$ cat config.mk
export PLATFORM = sky130hd
export DESIGN_NAME = sap_run_controller
export DESIGN_NICKNAME = d
export VERILOG_FILES = /design/src/rtl/sap_run_controller.sv
export SDC_FILE = /design/constraint.sdc
export NUM_CORES = 1
export LEC_CHECK = 0
export ABC_CLOCK_PERIOD_IN_PS = 4400
export CORE_MARGIN = 3
export CORE_UTILIZATION = 49
export DETAILED_ROUTE_END_ITERATION = 10
export PLACE_DENSITY = 0.93
export SYNTH_ARGS = -nofsm -noshare
export SYNTH_HDL_FRONTEND = slang
export SYNTH_SLANG_ARGS = --single-unit
$ cat constraint.sdc
create_clock -name mclk -period 4.4 [get_ports mclk]
set_input_delay 0.66 -clock mclk [delete_from_list [all_inputs] [get_ports mclk]]
set_output_delay 0.66 -clock mclk [all_outputs]
set_load 0.05 [all_outputs]
$ cat src/rtl/sap_run_controller.sv
`default_nettype none
// ============================================================================
// Module   : sap_run_controller
// Purpose  : SAP-1 run/load sequencer: streams a program image into RAM, then
//            gates the CPU clock enable for continuous run or single-step.
// Revision : 1.0 - initial release
// ============================================================================
module sap_run_controller #(
    parameter  int RAM_DEPTH     = 16,
    parameter  int RAM_WIDTH     = 8,
    localparam int ADDRESS_WIDTH = $clog2(RAM_DEPTH)
) (
    input  logic                     mclk,
    input  logic                     i_reset,
    input  logic                     i_tick,
    input  logic                     i_load_start,
    input  logic                     i_run,
    input  logic                     i_step,
    input  logic                     i_stop,
    input  logic                     i_load_valid,
    input  logic [RAM_WIDTH-1:0]     i_load_data,
    output logic                     o_load_ready,
    input  logic                     i_cpu_halt,
    input  logic                     i_cpu_rami,
    input  logic [ADDRESS_WIDTH-1:0] i_cpu_address,
    input  logic [RAM_WIDTH-1:0]     i_cpu_data,
    output logic                     o_ram_en,
    output logic                     o_ram_we,
    output logic [ADDRESS_WIDTH-1:0] o_ram_address,
    output logic [RAM_WIDTH-1:0]     o_ram_data,
    output logic                     o_cpu_mclk_en,
    output logic                     o_cpu_reset,
    output logic [2:0]               o_state,
    output logic                     o_load_done,
    output logic [RAM_WIDTH-1:0]     o_checksum
);

    localparam logic [ADDRESS_WIDTH-1:0] c_last_addr = ADDRESS_WIDTH'(RAM_DEPTH - 1);

    typedef enum logic [2:0] {
        ST_IDLE   = 3'd0,
        ST_LOAD   = 3'd1,
        ST_RUN    = 3'd2,
        ST_STEP   = 3'd3,
        ST_HALTED = 3'd4
    } state_t;

    state_t                     r_state;
    state_t                     w_state_next;
    logic                       r_reset_pending;
    logic                       w_set_pending;
    logic                       w_clr_pending;
    logic                       w_enter_load;
    logic                       w_accept;
    logic                       w_last;
    logic                       w_loader_sel;
    logic [ADDRESS_WIDTH-1:0]   r_count;
    logic [RAM_WIDTH-1:0]       r_checksum;
    logic                       r_load_done;
    logic                       r_ld_we;
    logic [ADDRESS_WIDTH-1:0]   r_ld_addr;
    logic [RAM_WIDTH-1:0]       r_ld_data;

    assign o_load_ready = (r_state == ST_LOAD);
    assign w_accept     = i_load_valid & o_load_ready;
    assign w_last       = (r_count == c_last_addr);
    assign w_enter_load = (w_state_next == ST_LOAD) && (r_state != ST_LOAD);

    always_comb begin
        w_state_next  = r_state;
        w_set_pending = 1'b0;
        w_clr_pending = 1'b0;
        case (r_state)
            ST_IDLE: begin
                if (i_load_start) begin
                    w_state_next = ST_LOAD;
                end else if (i_run) begin
                    w_state_next  = ST_RUN;
                    w_clr_pending = 1'b1;
                end else if (i_step) begin
                    w_state_next  = ST_STEP;
                    w_clr_pending = 1'b1;
                end
            end
            ST_LOAD: begin
                if (w_accept && w_last) begin
                    w_state_next  = ST_IDLE;
                    w_set_pending = 1'b1;
                end
            end
            ST_RUN: begin
                // A stop in the same cycle as a halting tick pauses rather than halts
                if (i_stop) begin
                    w_state_next = ST_IDLE;
                end else if (i_tick && i_cpu_halt) begin
                    w_state_next = ST_HALTED;
                end
            end
            ST_STEP: begin
                if (i_tick) begin
                    w_state_next = i_cpu_halt ? ST_HALTED : ST_IDLE;
                end else if (i_stop) begin
                    w_state_next = ST_IDLE;
                end
            end
            ST_HALTED: begin
                if (i_load_start) begin
                    w_state_next = ST_LOAD;
                end else if (i_stop) begin
                    w_state_next  = ST_IDLE;
                    w_set_pending = 1'b1;
                end
            end
            default: w_state_next = ST_IDLE;
        endcase
    end

    always_ff @(posedge mclk) begin
        if (i_reset) begin
            r_state         <= ST_IDLE;
            r_reset_pending <= 1'b1;
            r_count         <= '0;
            r_checksum      <= '0;
            r_load_done     <= 1'b0;
            r_ld_we         <= 1'b0;
            r_ld_addr       <= '0;
            r_ld_data       <= '0;
        end else begin
            r_state <= w_state_next;
            if (w_set_pending) begin
                r_reset_pending <= 1'b1;
            end else if (w_clr_pending) begin
                r_reset_pending <= 1'b0;
            end
            r_ld_we <= w_accept;
            if (w_enter_load) begin
                r_count     <= '0;
                r_checksum  <= '0;
                r_load_done <= 1'b0;
            end else if (w_accept) begin
                r_ld_addr  <= r_count;
                r_ld_data  <= i_load_data;
                r_checksum <= r_checksum + i_load_data;
                r_count    <= r_count + 1'b1;
                if (w_last) begin
                    r_load_done <= 1'b1;
                end
            end
        end
    end

    assign o_cpu_mclk_en = ((r_state == ST_RUN) || (r_state == ST_STEP)) && i_tick;
    assign o_cpu_reset   = (r_state == ST_LOAD) || r_reset_pending;
    assign o_state       = r_state;
    assign o_load_done   = r_load_done;
    assign o_checksum    = r_checksum;

    // The loader keeps the port one cycle past LOAD so the final byte still lands
    assign w_loader_sel  = (r_state == ST_LOAD) || r_ld_we;
    assign o_ram_en      = w_loader_sel ? r_ld_we   : o_cpu_mclk_en;
    assign o_ram_we      = w_loader_sel ? r_ld_we   : i_cpu_rami;
    assign o_ram_address = w_loader_sel ? r_ld_addr : i_cpu_address;
    assign o_ram_data    = w_loader_sel ? r_ld_data : i_cpu_data;

endmodule
`default_nettype wire

* Yosys cells after proc, flatten, opt, wreduce, memory -nomap -nowiden
Cells that the tools add are included.
Cells by class: eq/ne operators 7, muxes and demuxes 23, add/subtract/negate cells 2, bitwise operators 2, reductions and logical operators 12
Operators with widths (number):
- 3-bit two-way mux | 10
- 3-bit case mux with 5 select lines | 1
- 1-bit two-way mux | 9
- 8-bit adder | 1
- 8-bit two-way mux | 1
- 3-bit by 1-bit == test with 1-bit output (second input constant) | 2
- 3-bit by 2-bit == test with 1-bit output (second input constant) | 2
- 4-bit by 1-bit adder with 4-bit output (second input constant) | 1
- 4-bit == test (second input constant) | 1
- 1-bit logical AND | 4
- 4-bit two-way mux | 1
- 2-bit AND reduction | 2
- 2-bit OR reduction | 2
- 3-bit == test (second input constant) | 1
- 3-bit logical NOT | 1
- 1-bit logical OR | 3
- 3-bit by 1-bit != test with 1-bit output (second input constant) | 1
- 1-bit case mux with 2 select lines | 1
- 1-bit bitwise AND | 1
- 1-bit NOT | 1
Word-level totals: bits of input ports 30, register bits 30, word-level logic and storage cells 54

* Longest topological paths before layout
Gate-level depths: netlist of the first run.
word-level depth 9, gate-level depth with buffers 8, mapped depth without buffers 8

* Worst setup path before layout of the first run
No wires, ideal clock.
kind register to output, start point register r_state[0] (netlist: o_state[0]), end point output port o_ram_address[0], data required time 3740 ps, buffers on the path 1, stages on the path, launching flop included 5, data arrival time 2174 ps, path slack 1566 ps, cells stage by stage dfxtp_1 -> nor3b_4 -> nor2_1 -> buf_2 -> mux2_2
Between the ends: word-level cells in the longest chain between the ends 3
Ends and longest elaborated chain:
- start: declaration | line 48 | state_t r_state;
- start signal: assignment | line 129 | r_state <= w_state_next;
- 3-bit by 1-bit == test with 1-bit output
- named net o_load_ready | line 22 | output logic o_load_ready,
- 1-bit logical OR | line 159 | assign w_loader_sel = (r_state == ST_LOAD) || r_ld_we;
- 4-bit two-way mux | line 162 | assign o_ram_address = w_loader_sel ? r_ld_addr : i_cpu_address;
- end: declaration | line 29 | output logic [ADDRESS_WIDTH-1:0] o_ram_address,
The timed path passes the listed nets, and every way through them passes these cells.

* Worst setup path in the final report of the first run
start point register r_state[1] (netlist: o_state[1]), end point output port o_ram_data[7]
Between the ends: word-level cells in the longest chain between the ends 3
Ends and longest elaborated chain:
- 3-bit by 1-bit == test with 1-bit output | line 159
- 1-bit logical OR | line 159
- 8-bit two-way mux | line 163 | assign o_ram_data = w_loader_sel ? r_ld_data : i_cpu_data;
- end: declaration | line 30 | output logic [RAM_WIDTH-1:0] o_ram_data,
No other way between the ends.

==> results of run 1 <==
-- cell usage after synthesis, drive strengths merged --
cell type / instances
nor2b: 4
nor3b: 3
nor4: 1
mux2i: 2
a2111oi: 1
or3: 1
buf: 8
nand4: 2
nor4b: 1
ha: 8
and2: 4
fa: 1
o211ai: 3
a21o: 1
nor2: 15
clkbuf: 2
a31oi: 2
o21bai: 2
a211o: 1
a21oi: 30
nand3: 3
o21ai: 11
xor2: 4
a21boi: 1
a211oi: 4
o21a: 2
dfxtp: 30
nor3: 1
nand4bb: 1
a2bb2oi: 1
inv: 7
nand2b: 2
nand2: 35
mux2: 12
or2: 3
-- logic make-up (layout without fill, tap and decap cells) --
logic type,count (synthesis),in the layout,synth area share [%]
compound gates,59,59,20.6
mux,14,14,9.05
fa+ha+maj,9,9,7.01
xor+xnor,4,4,2.04
simple gates,76,76,21.8
flops,30,30,35.0
buf+inv,17,73,4.45
-- worst register-to-register path, stage by stage (launching register included) --
cell and delay, ns:
sky130_fd_sc_hd__dfxtp_1 0.48, sky130_fd_sc_hd__nor3b_4 0.33, sky130_fd_sc_hd__and2_1 0.72, sky130_fd_sc_hd__nand4_1 0.29, sky130_fd_sc_hd__a21oi_1 0.21, sky130_fd_sc_hd__nor2b_1 0.06
-- layer usage --
metal  global-route usage [%]  share of wire, %
met5                        0                 0
met4                     9.33               1.9
met3                     5.13               7.1
met2                     38.2                50
met1                     26.3                41
-- power by group through the flow --
stage	sequential (mW)	clock [mW]	combinational [mW]
floorplan	0.316	0	0.155
global placement	0.299	0	0.253
detailed placement	0.300	0	0.258
CTS	0.293	0.153	0.260
global route	0.295	0.166	0.275
finish	0.294	0.152	0.259
-- layout make-up --
cell class,count,share of cell area (%)
Timing Repair Buffer,59,25.0
Inverter,7,1.12
Clock buffer,7,1.91
Multi-Input combinational cell,162,44.1
Tap cell,44,2.34
Sequential cell,30,25.5
-- cell usage in the layout (no fill, tap or decap), drive strengths merged, types with 2 or more instances in the layout --
cell type / synthesis / layout
clkdlybuf4s50: 0 / 58
nand2: 35 / 35
a21oi: 30 / 30
dfxtp: 30 / 30
nor2: 15 / 15
mux2: 12 / 12
o21ai: 11 / 11
ha: 8 / 8
inv: 7 / 7
clkbuf: 2 / 7
nor2b: 4 / 4
and2: 4 / 4
xor2: 4 / 4
a211oi: 4 / 4
or2: 3 / 3
nand3: 3 / 3
o211ai: 3 / 3
nor3b: 3 / 3
o21bai: 2 / 2
o21a: 2 / 2
nand2b: 2 / 2
mux2i: 2 / 2
nand4: 2 / 2
a31oi: 2 / 2
-- stage by stage --
step / util [%] / std cells / worst slack (ns)
floorplan: - / 209 / 1.57
global placement: 72.0 / 302 / 1.23
detailed placement: 72.0 / 302 / 1.21
CTS: 73.4 / 309 / 0.836
global route: 73.4 / 309 / 0.729
finish: 73.4 / 309 / 0.861
-- worst min-delay path by stage --
stage,to,from,cells after the start,slack (ns)
after floorplan,r_ld_addr[0],r_ld_addr[0],2,0.43
after global placement,o_load_done,o_load_done,2,0.43
after detailed placement,r_ld_addr[3],r_ld_addr[3],2,0.45
after CTS,r_ld_addr[3],r_ld_addr[3],2,0.46
after global routing,r_ld_data[4],r_ld_data[4],2,0.47
final,r_ld_data[4],r_ld_data[4],2,0.46
-- flip-flops by register name, summed over array words and instances (netlist names) --
name             cells
r_count              4
o_load_done          1
r_reset_pending      1
r_ld_addr            4
o_state              3
o_checksum           8
r_ld_data            8
r_ld_we              1
==> results.txt, run 1 <==
- Outcome: complete, no violations
- Die Width: 65.1 um
- CP bufs+invs: 1
- Critical-path maximum fanout: 12
- Maximum buffer depth of the clock tree: 2
- The path class of the tightest hold or removal check is reg -> reg.
- Initial core utilization: approximately 54%
- R2R setup slack: roughly 2.2 ns
- Buffers inserted during post-CTS setup optimization: 0
- Library cell with the largest summed area after synthesis: sky130_fd_sc_hd__dfxtp_1
- Time the final worst path needs with I/O delays and setup: between 3 and 4 ns
- N_diodes: 0
- The clock network burns around 22% of the power.
* Area of combinational cells with multiple inputs: between 0.001 and 0.0015 mm^2
* Unique cell type count in the Yosys netlist: 40
- Internal power of the cells: between 0.4 and 0.5 mW
- # port buffers: between 50 and 60
- Required @ worst endpoint: between 3 and 4 ns
- Vias per inst: ~5.6
* Slew at the pin with the worst max-slew slack: between 1 and 1.5 ns
* Clock sink total: 30
- The cell count after synthesis came out at approximately 210.
- In this design, the largest share of critical-path delay is due to simple AND/OR/NAND/NOR gates.
- Number of cell rows: 20
- Crit path max-delay cell type: sky130_fd_sc_hd__nor2_1
* Endpoints failing setup: 0
* Top-Level Pins: 59
- Final nets: about 300
- Chip Height: between 60 and 70 um
- TritonCTS built the clock tree.
* Reg2Reg Launch Point: o_state[0]
* Path length in cells of the critical path: 4
- The number of failing hold endpoints at the final stage is 0.
- Sequential fraction of the synthesis area: a little over a third
* Post-route DRC: 0
* Worst-case clock skew: between 0.009 and 0.01 ns
* Fraction of final layout cells with drive strength greater than 1: under 10%
- The first global-routing pass estimated roughly 7.4 mm of wire.
* Total number of vias: between 1.5k and 2k
- Max-cap violations in this run came to 0.
* Count of yosys warnings during synthesis: 0
- Worst Setup EP: o_ram_data[7]
* Worst Hold Slack: about 0.46 ns
- By area the synthesized netlist is led by sky130_fd_sc_hd__dfxtp_1 35%, sky130_fd_sc_hd__a21oi_1 8.8%, sky130_fd_sc_hd__mux2_2 7.9%.
* Per-cell routed wire length: between 10 and 15 um
* Static leakage: about 0.88 nW
- Post-cts gate resize count: 0
- The cell area that synthesis handed to floorplanning was approximately 0.0017 mm^2.
- Summing all placed instances gives a cell area of between 0.002 and 0.0025 mm^2.
- Fraction of power consumed by sequential logic: a little over two fifths
* Mean post-synth cell area: 8.20 um^2
- WL final: around 4.5 mm
- After clock tree synthesis, the clock-pin slew on the worst setup and hold paths is 0.09 ns.
- Summed over all nets, the half-perimeter wirelength after detailed placement is ~3.3 mm.
- STA classifies the critical path endpoint as a primary output.
- Stage delay of the slowest cell on the critical path: approximately 0.83 ns
* Post-route setup TNS: 0 ns
* Final clock period utilization by the worst path: slightly above 80%
* Switching power share of the total: a little over a third
- Fin area: 0.00235 mm^2
- WS Path Type: reg -> out
* Combinational cell fraction of total power: 36.8%
- DRT antenna net count: 0
* End of the worst register-to-register path: o_state[0]
- The number of cells on the worst reg-to-reg path is 5.
* Flip-flop and latch area: 601 um^2
* Number of buffers inserted by hold repair at cts: 0
- CTS Buf Count: 5
- Start point of the critical path: o_state[1]
* Headroom to the max-slew limit: 27.6%
- VDD sags by at most between 0.00015 and 0.0002 V.
- CTS root buf: sky130_fd_sc_hd__clkbuf_4
* Number of H-tree branching levels: 2
- The worst setup path is launched from a flop.
- Pin count of the biggest net entering global routing: 24
- Data arrival, critical path: 2.88 ns
* Area Overhead vs Synth: 37.2%
* Core region area: approximately 0.0032 mm^2
- The synthesized design devotes to its leading area cell type about a third of total area.
- The die covers roughly 0.0042 mm^2.
- Post-synthesis sequential element count: 30
* Worst-Skew Late Latency: around 0.33 ns
* Total routing usage reported by global routing: between 20 and 25%
- Fill count: roughly 280
* Power per cell area: ~300 mW/mm^2
- Number of iterations in the first detailed-routing pass: 4
- The critical path goes through nor3b_4 -> nor2_1 -> mux2_2 -> clkdlybuf4s50_1.
* Synth Net Count: 248
- The number of antenna violations at the first check in global routing came to 0.
- Setup repair after global routing missed its margin: no
- Overflow left after global routing: 0
- Switching power total: ~0.26 mW
- Summing internal, switching and leakage power gives about 0.7 mW.
* Max Freq: between 0.2 and 0.3 GHz
* RePlAce Congestion: between 0.8 and 0.9
* Slew Limit Fails: 0
- The via count of the first global-routing pass came to between 1.5k and 2k.
- In this run, the number of DRC markers left after iteration 0 of detailed routing was between 70 and 80.
No activity file was read; power rests on OpenSTA's default activity.
==> inputs of run 2 (changes only) <==
==> config.mk (replaced) <==
export PLATFORM = sky130hd
export DESIGN_NAME = sap_run_controller
export DESIGN_NICKNAME = d
export VERILOG_FILES = /design/src/rtl/sap_run_controller.sv
export SDC_FILE = /design/constraint.sdc
export NUM_CORES = 1
export LEC_CHECK = 0
export ABC_CLOCK_PERIOD_IN_PS = 3300
export CORE_MARGIN = 3
export CORE_UTILIZATION = 45
export DETAILED_ROUTE_END_ITERATION = 10
export PLACE_DENSITY = 0.87
export SYNTH_ARGS = -nofsm -noshare
export SYNTH_HDL_FRONTEND = slang
export SYNTH_SLANG_ARGS = --single-unit
==> constraint.sdc (replaced) <==
create_clock -name mclk -period 3.3 [get_ports mclk]
set_input_delay 0.495 -clock mclk [delete_from_list [all_inputs] [get_ports mclk]]
set_output_delay 0.495 -clock mclk [all_outputs]
set_load 0.05 [all_outputs]
==> results.txt, run 2 (synthesis results as in run 1) <==
- The overall die width was 67.7 um (+4.0%).
- DRT antenna net count: 0 (unchanged)
- # port buffers: 58 (unchanged)
- The share of layout cells above drive strength 1 was 11.2% (+1.8 points).
- Static leakage: 0.918 nW (+4.9%)
- Time the final worst path needs with I/O delays and setup: between 3 and 4 ns
* Post-place instance area: 0.00232 mm^2 (+0.76%)
* WS Path Type: reg -> out
* Slew at the pin with the worst max-slew slack: 0.657 ns (-0.426 ns)
- The post-detailed-routing wire length came to 4.61 mm (+1.9%).
- Worst-case setup slack after placement: 0.268 ns (-0.944 ns)
* Worst Hold Slack: 0.451 ns (-0.00548 ns)
* Post-route DRC: 0 (unchanged)
- CTS Buf Count: 5 (unchanged)
* Slew Limit Fails: 0 (unchanged)
- The power share of the sequential group was 35.2% (-6.4 points).
- The library cell used most frequently in the layout, excluding fill and tap cells, is sky130_fd_sc_hd__clkdlybuf4s50_1.
* Switching power share of the total: 32.0% (-4.6 points)
- The vias after detailed routing is 1,722 (+0.29%).
- The number of antenna diodes is 0 (unchanged).
* Number of buffers inserted by hold repair at cts: 0 (unchanged)
- Internal power of the cells: 0.760 mW (+70%)
- The worst setup path is launched from a flop.
- Clock tree from TritonCTS: built
- The total track usage is 21.8% (-0.35 points).
- RePlAce Congestion: 0.836 (about the same)
- The post-CTS setup buffer count was 0 (unchanged).
- The switching power of the nets was 0.357 mW (+38%).
- Headroom to the max-slew limit: 56.2% (+29 points)
- The setup total negative slack was 0 ns (unchanged).
* Top-Level Pins: 59 (unchanged)
* Number of cell rows: 21 (+5.0%)
- The worst setup skew after layout came to 0.00640 ns (-0.00342 ns).
- The post-detailed-placement half-perimeter wirelength is 3.34 mm (+0.26%).
* Chip Height: 67.7 um (+4.0%)
- The post-placement cell count came to 306 (+1.3%).
* Final critical-path setup slack: 0.279 ns (-0.581 ns)
- Max Freq: 0.331 GHz
- Commonest cells after routing, fill and taps aside: 58 x sky130_fd_sc_hd__clkdlybuf4s50_1, 35 x sky130_fd_sc_hd__nand2_1, 30 x sky130_fd_sc_hd__a21oi_1, 30 x sky130_fd_sc_hd__dfxtp_1, 14 x sky130_fd_sc_hd__nor2_1
- The critical path starts at o_state[1].
* Endpoints failing setup: 0 (unchanged)
- The sink count of the clock tree came to 30 (unchanged).
- The maximum net fanout on the critical path was 12 (unchanged).
- The wire length of the first global-routing pass was 7.46 mm (+1.1%).
- Clock-pin slew of the registers on the worst-case setup and hold paths: 0.06 ns (-0.03 ns)
- The depth of the worst register-to-register path is 8 (+3).
- Fin area: 0.00244 mm^2 (+3.7%)
* Reg2Reg Launch Point: o_checksum[0]
- Area Overhead vs Synth: 42.3%
* Die ar.: 0.00459 mm^2 (+8.1%)
* Number of antenna violations at the first check in global routing: 0 (unchanged)
- Overflow left after global routing: 0 (unchanged)
* Core region area: 0.00349 mm^2 (+9.1%)
- The power density relative to cell area came to 458 mW/mm^2 (+53%).
- The number of vias per cell after detailed routing is 5.50 (-0.99%).
* IR Drop Worst-Case VDD: 0.000341 V (+85%)
- Post-route non-filler standard cell count: 313 (+1.3%)
* Required @ worst endpoint: 2.80 ns (-0.94 ns)
- Type of element capturing the critical path: primary output
* Outcome: complete, no violations
* Number of H-tree branching levels: 2 (unchanged)
* Worst-Skew Late Latency: 0.28 ns (-0.05 ns)
* Initial core utilization: 49.1% (-4.5 points)
- R2R setup slack: 1.35 ns (-0.86 ns)
- The arrival time of data at the critical path endpoint came to 2.53 ns (-0.35 ns).
- End of the worst register-to-register path: o_checksum[6]
- The average wire per standard cell is 14.7 um (+0.60%).
* Number of global-route vias before repair: 1,687 (+1.7%)
- The iteration count of the initial detailed-routing pass was 4 (unchanged).
- The tree is rooted in a sky130_fd_sc_hd__clkbuf_8.
- The initial detailed-routing violation count is 90 (+23%).
- The clock network fraction of total power was 33.6% (+12 points).
* Classification of the worst-slack hold path: reg -> reg
- The pin count of the biggest net entering global routing is 29 (+21%).
- Final clock period utilization by the worst path: 91.5%
- Worst Setup EP: o_ram_data[2]
* Total of max-cap violations: 0 (unchanged)
- Combinational cell fraction of total power: 31.2% (-5.6 points)
* Setup repair after global routing missed its margin: no
* Final nets: 306 (+0.66%)
- The number of failing hold endpoints at the final stage was 0 (unchanged).
- Maximum buffer depth of the clock tree: 2 (unchanged)
## run 2: worst min-delay path by stage
| stage | startpoint | to | slack (ns) | cells after the start |
|---|---|---|---|---|
| 2_1_floorplan | r_ld_addr[0] | r_ld_addr[0] | 0.43 | 2 |
| 5_1_grt | r_ld_addr[1] | r_ld_addr[1] | 0.48 | 2 |
| 3_5_place_dp | o_load_done | o_load_done | 0.44 | 2 |
| 3_3_place_gp | o_load_done | o_load_done | 0.44 | 2 |
| 6_report | o_load_done | o_load_done | 0.45 | 2 |
| 4_1_cts | o_load_done | o_load_done | 0.45 | 2 |
## run 2: final cells by class
cell class	count	area, um^2
clock buffers	6	82.6
clock inverters	1	30.0
fillers	276	1050
inverters	7	26.3
multi-input cells	162	1040
flip-flops and latches	30	601
well taps	46	57.6
repair buffers	61	603
## run 2: routing by layer
metal  up-vias  global-route usage (%)  share of wire [%]
li1        848                       -                  -
met2        73                    37.7                 47
met4         0                    9.11                2.7
met3        20                    6.49                8.1
met1       781                    24.7                 42
met5         -                       0                  0
## run 2: repair_timing
item / 4_1_cts / 5_1_grt
gates resized for setup: 1 / 0
setup endpoints to repair: 12 / 0
hold endpoints to repair: 0 / 0
## run 2: power groups by stage
stage / combinational [mW] / clock [mW] / sequential (mW)
floorplan: 0.206 / 0 / 0.421
global placement: 0.340 / 0 / 0.399
detailed placement: 0.346 / 0 / 0.400
CTS: 0.349 / 0.378 / 0.392
global route: 0.372 / 0.402 / 0.395
finish: 0.349 / 0.375 / 0.393
## run 2: worst max-delay path, stage by stage, from the launching register on
cell and delay [ns]:
sky130_fd_sc_hd__dfxtp_1 0.51, sky130_fd_sc_hd__nor3b_4 0.11, sky130_fd_sc_hd__nor2_2 0.52, sky130_fd_sc_hd__mux2_2 0.41, sky130_fd_sc_hd__clkdlybuf4s50_1 0.70
## run 2: per-stage QoR
stage / utilization (%) / power, mW
finish: 69.8 / 1.12
global route: 69.8 / 1.17
CTS: 69.8 / 1.12
detailed placement: 66.5 / 0.747
global placement: 66.5 / 0.739
floorplan: - / 0.627
